[src/rtl/aes_state_serializer.sv]
// aes_state_serializer: streams a 4x4 AES state as OUT_W-bit beats under valid/ready
// Ports: clk, reset (sync, active-high); in_state[row][col]/in_valid/in_ready input
// handshake; out_data/out_valid/out_ready/out_last beat stream; busy while a state is held.
module aes_state_serializer #(
  parameter int OUT_W     = 8,
  parameter bit ROW_MAJOR = 1'b0
) (
  input  logic                  clk,
  input  logic                  reset,
  input  logic [0:3][0:3][7:0]  in_state,
  input  logic                  in_valid,
  output logic                  in_ready,
  output logic [OUT_W-1:0]      out_data,
  output logic                  out_valid,
  input  logic                  out_ready,
  output logic                  out_last,
  output logic                  busy
);
  localparam int BEATS = 128 / OUT_W;
  localparam int CW = BEATS > 1 ? $clog2(BEATS) : 1;
  localparam logic [CW-1:0] LAST = CW'(BEATS - 1);
  if ((OUT_W < 1) || (128 % OUT_W != 0)) begin : g_bad_width
    $error("aes_state_serializer: OUT_W must divide 128");
  end
  typedef enum logic {IDLE, SEND} state_t;
  state_t state_q, state_d;
  logic [CW-1:0] cnt_q, cnt_d;
  logic [127:0] hold_q, hold_d;
  logic [127:0] lin;
  logic [127:0] sh;
  logic in_xfer, out_xfer;
  always_comb begin
    lin = '0;
    for (int r = 0; r < 4; r++)
      for (int c = 0; c < 4; c++)
        lin[127 - 8*(ROW_MAJOR ? r*4 + c : c*4 + r) -: 8] = in_state[r][c];
  end
  always_comb begin
    out_valid = state_q == SEND;
    busy      = state_q == SEND;
    out_last  = (state_q == SEND) && (cnt_q == LAST);
    // out_ready feeds in_ready combinationally so a new state lands on the last beat's edge
    in_ready  = (state_q == IDLE) || (out_last && out_ready);
    in_xfer   = in_valid && in_ready;
    out_xfer  = out_valid && out_ready;
    sh        = hold_q << (cnt_q * OUT_W);
    out_data  = out_valid ? sh[127 -: OUT_W] : '0;
    state_d   = in_xfer ? SEND : (out_xfer && out_last) ? IDLE : state_q;
    cnt_d     = (in_xfer || (out_xfer && out_last)) ? '0 : out_xfer ? cnt_q + 1'b1 : cnt_q;
    hold_d    = in_xfer ? lin : hold_q;
  end
  always_ff @(posedge clk) begin
    if (reset) begin
      state_q <= IDLE;
      cnt_q   <= '0;
      hold_q  <= '0;
    end else begin
      state_q <= state_d;
      cnt_q   <= cnt_d;
      hold_q  <= hold_d;
    end
  end
endmodule

[config.mk]
export PLATFORM = sky130hd
export DESIGN_NAME = aes_state_serializer
export DESIGN_NICKNAME = d
export VERILOG_FILES = /design/src/rtl/aes_state_serializer.sv
export SDC_FILE = /design/constraint.sdc
export NUM_CORES = 1
export LEC_CHECK = 0
export ABC_AREA = 1
export BUFFER_PORTS_ARGS = -buffer_cell sky130_fd_sc_hd__buf_2
export CORE_MARGIN = 2
export CORE_UTILIZATION = 59
export CTS_CLUSTER_DIAMETER = 80
export DETAILED_ROUTE_END_ITERATION = 10
export GPL_TIMING_DRIVEN = 0
export PLACE_DENSITY = 0.86
export SYNTH_ARGS = -nofsm -noshare
export SYNTH_HDL_FRONTEND = slang
export SYNTH_SLANG_ARGS = --single-unit
[constraint.sdc]
create_clock -name clk -period 4.6 [get_ports clk]
set_clock_uncertainty 0.05 [all_clocks]
set_input_delay 0.92 -clock clk [delete_from_list [all_inputs] [get_ports clk]]
set_output_delay 0.92 -clock clk [all_outputs]
set_load 0.01 [all_outputs]
==> results.ini <==
[run_status]
run_status = finished clean

[logic_synthesis]
syn_nets = 1129
ys_top_cells_by_area = dfxtp_1, nor2_1, nand2_1
synthDistinctLibCells = 23
ys_warn_count = 0
syn_inst = 996
synth_seq_cells = 133
synth_commonest_cells = nor2_1, nand2_1, dfxtp_1
synth.most_common_cell = nor2_1
ys.flop_type = dfxtp_1
synth_async_sr_flop_share_pct = 0
ys_seq_area_share_pct = 41.2
synth_area_leader_cell = dfxtp_1
netlist_area_mm2 = 0.00646
synth.avg_cell_area_um2 = 6.48
yosysTopAreaCellShare_pct = 41.2
synth-edff-count = 0

[power_and_ir_drop]
power_frac_clock_pct = 42.2
seq_power_share_pct = 43.5
powerDensity_mw_per_mm2 = 376
switching_share_pct = 27.3
pwr-share-comb_pct = 14.3
p_int_mw = 2.16
p_switching_uw = 812
leakage_nw = 3.80
peakVddDrop_uv = 264

[timing]
max_slew_margin_pct = 54.8
slew_viol_final = 0
hold_violations = 0
post-route-min-period_ns = 3.49
setup_viol = 0
worst_slew_pin_slew_ns = 0.679
worst_slack_ns = 1.11
period_share_pct = 75.9
setup_tns_ns = 0
maxClockFrequency_ghz = 0.286
rsz0062_at_grt = no

[routing]
wl_mm = 18.8
wl_per_cell_um = 14.4
drt_iter0_markers = 590
drc_errors = 0
drtPass1Iterations = 6
vias = 6854
postRouteAntennaNets = 0
via_per_inst = 5.23

[run]
maxCapViolCount = 0

[cts]
cts.path.max_buffers = 2
cts.clk_slew.worst_paths_ns = 0.06
cts.sinks = 133
htree_levels = 4
cts-root-buf = clkbuf_8
post_cts_resized = 0
post_cts_buffers = 0
cts_buffers = 17
cts_hold_buf = 0
cts_tree = yes
insertion_delay_ns = 0.52

[setup_path]
cp.required_ns = 3.63
cp_slowest_cell = clkbuf_1
cp_top_family = buffers and inverters
path_buf_inv = 4
cp-start-kind = flop
cp_common_cell = nand3_1
reg2reg_to = hold_q[34]
cp_max_fo = 10
end_kind = primary output
path_cells = buf_2 > inv_1 > clkbuf_1 > nand2_1 > nand3_1 > nand3_1 > nand3_1 > a21oi_1 > buf_2
reg2reg_slack_ns = 2.84
ff2ff_path_depth = 10
slowest_delay_ns = 0.52
setup.worst_path.class = reg2out
cp.arrival_ns = 2.52
reg2reg_from = cnt_q[0]

[cells_and_area]
design_area_mm2 = 0.00790
fin_nets = 1291
fin_util_pct = 73.5
layout.cells.non_filler = 1310
syn2layout_area_growth_pct = 22.3
drive_gt1_share_pct = 19.1
antenna_cells = 0

[grt]
grt_max_degree = 17
grt_usage_pct = 33.0
grt_overflow = 0
grt_pass1_wl_mm = 29.9
grt_pass1_vias = 6421
antenna_found_initial = 0

[die]
fp.dieArea_mm2 = 0.0118
io_pins = 144
die_w_um = 109
start_util_pct = 60.1
rows = 38
coreArea_mm2 = 0.0107
die_h_um = 109

[place]
preCtsSetupSlack_ns = 1.76
hpwl_mm = 13.3
placedInstanceArea_mm2 = 0.00735
dpl.cell_count = 1279
io_buffer_count = 143
gp_congestion = 0.985

[hold_path]
hold_path_startpoint = hold_q[10]
holdPathStages = 2
min_to = hold_q[10]
holdCritPathClass = reg2reg

logic make-up (layout without fill, tap and decap cells):
| family | after synthesis | count (layout) | share of synthesized area (%) |
|---|---|---|---|
| buffers and inverters | 175 | 349 | 13.6 |
| adder cells (fa/ha/maj) | 1 | 1 | 0.194 |
| flip-flops | 133 | 133 | 41.2 |
| XOR/XNOR | 2 | 2 | 0.271 |
| AND/OR/NAND/NOR | 547 | 547 | 34.0 |
| AO/OA/AOI/OAI | 138 | 138 | 10.7 |
cell type report:
cell class / count / area (µm²)
Buffer: 68 / 479
Clock buffer: 20 / 445
Clock inverter: 11 / 105
Fill cell: 920 / 2850
Inverter: 107 / 402
Multi-Input combinational cell: 688 / 2920
Sequential cell: 133 / 2660
Tap cell: 140 / 175
Timing Repair Buffer: 143 / 716
power by group through the flow:
stage	Combinational, mW	Sequential (mW)	Clock [mW]
2_1_floorplan	0.276	1.30	0
3_3_place_gp	0.402	1.31	0
3_5_place_dp	0.411	1.31	0
4_1_cts	0.418	1.29	1.25
5_1_grt	0.479	1.30	1.30
6_report	0.423	1.29	1.26
sequential cells by signal, indices dropped and copies added (netlist names):
signal,flops
hold_q,128
cnt_q,4
busy,1
worst max-delay path by stage:
stage | start | to | slack (ns) | cells after the start
2_1_floorplan | out_ready | in_ready | 2.32 | 4
3_3_place_gp | cnt_q[0] | out_data[3] | 1.76 | 9
3_5_place_dp | cnt_q[0] | out_data[3] | 1.76 | 9
4_1_cts | cnt_q[0] | out_data[4] | 1.16 | 9
5_1_grt | cnt_q[0] | out_data[3] | 1.05 | 9
6_report | cnt_q[0] | out_data[4] | 1.11 | 9
routing by layer:
metal / up-vias / GRT usage [%] / wire length, µm
li1: 3400 / - / -
met1: 3037 / 40.7 / 7630
met2: 351 / 54.5 / 8690
met3: 66 / 6.81 / 1690
met4: 0 / 17.2 / 813
met5: - / 0 / 0
worst register-to-register path, delay by kind of cell, from the launching register on:
family,cells,cell delay (ns)
flip-flops,1,0.35
buffers and inverters,3,0.38
AND/OR/NAND/NOR,6,0.69
adder cells (fa/ha/maj),1,0.19
stage by stage:
step                      hold slack (ns)  total power [mW]
after detailed placement            0.429              1.72
after floorplan                     0.411              1.57
final                               0.443              2.97
after CTS                           0.449              2.96
after global placement              0.426              1.71
after global routing                0.473              3.08
layout by cell type, fill, tap and decap left out, drive strengths merged:
cell and n:
clkbuf 43, nor3 1, o21ai 129, bufinv 1
nand3 81, buf 188, inv 105, a21oi 9
dfxtp 133, xor2 2, nor2 329, clkinvlp 4
ha 1, clkinv 8, nand2 136
Power figures use the tool's default switching activity.
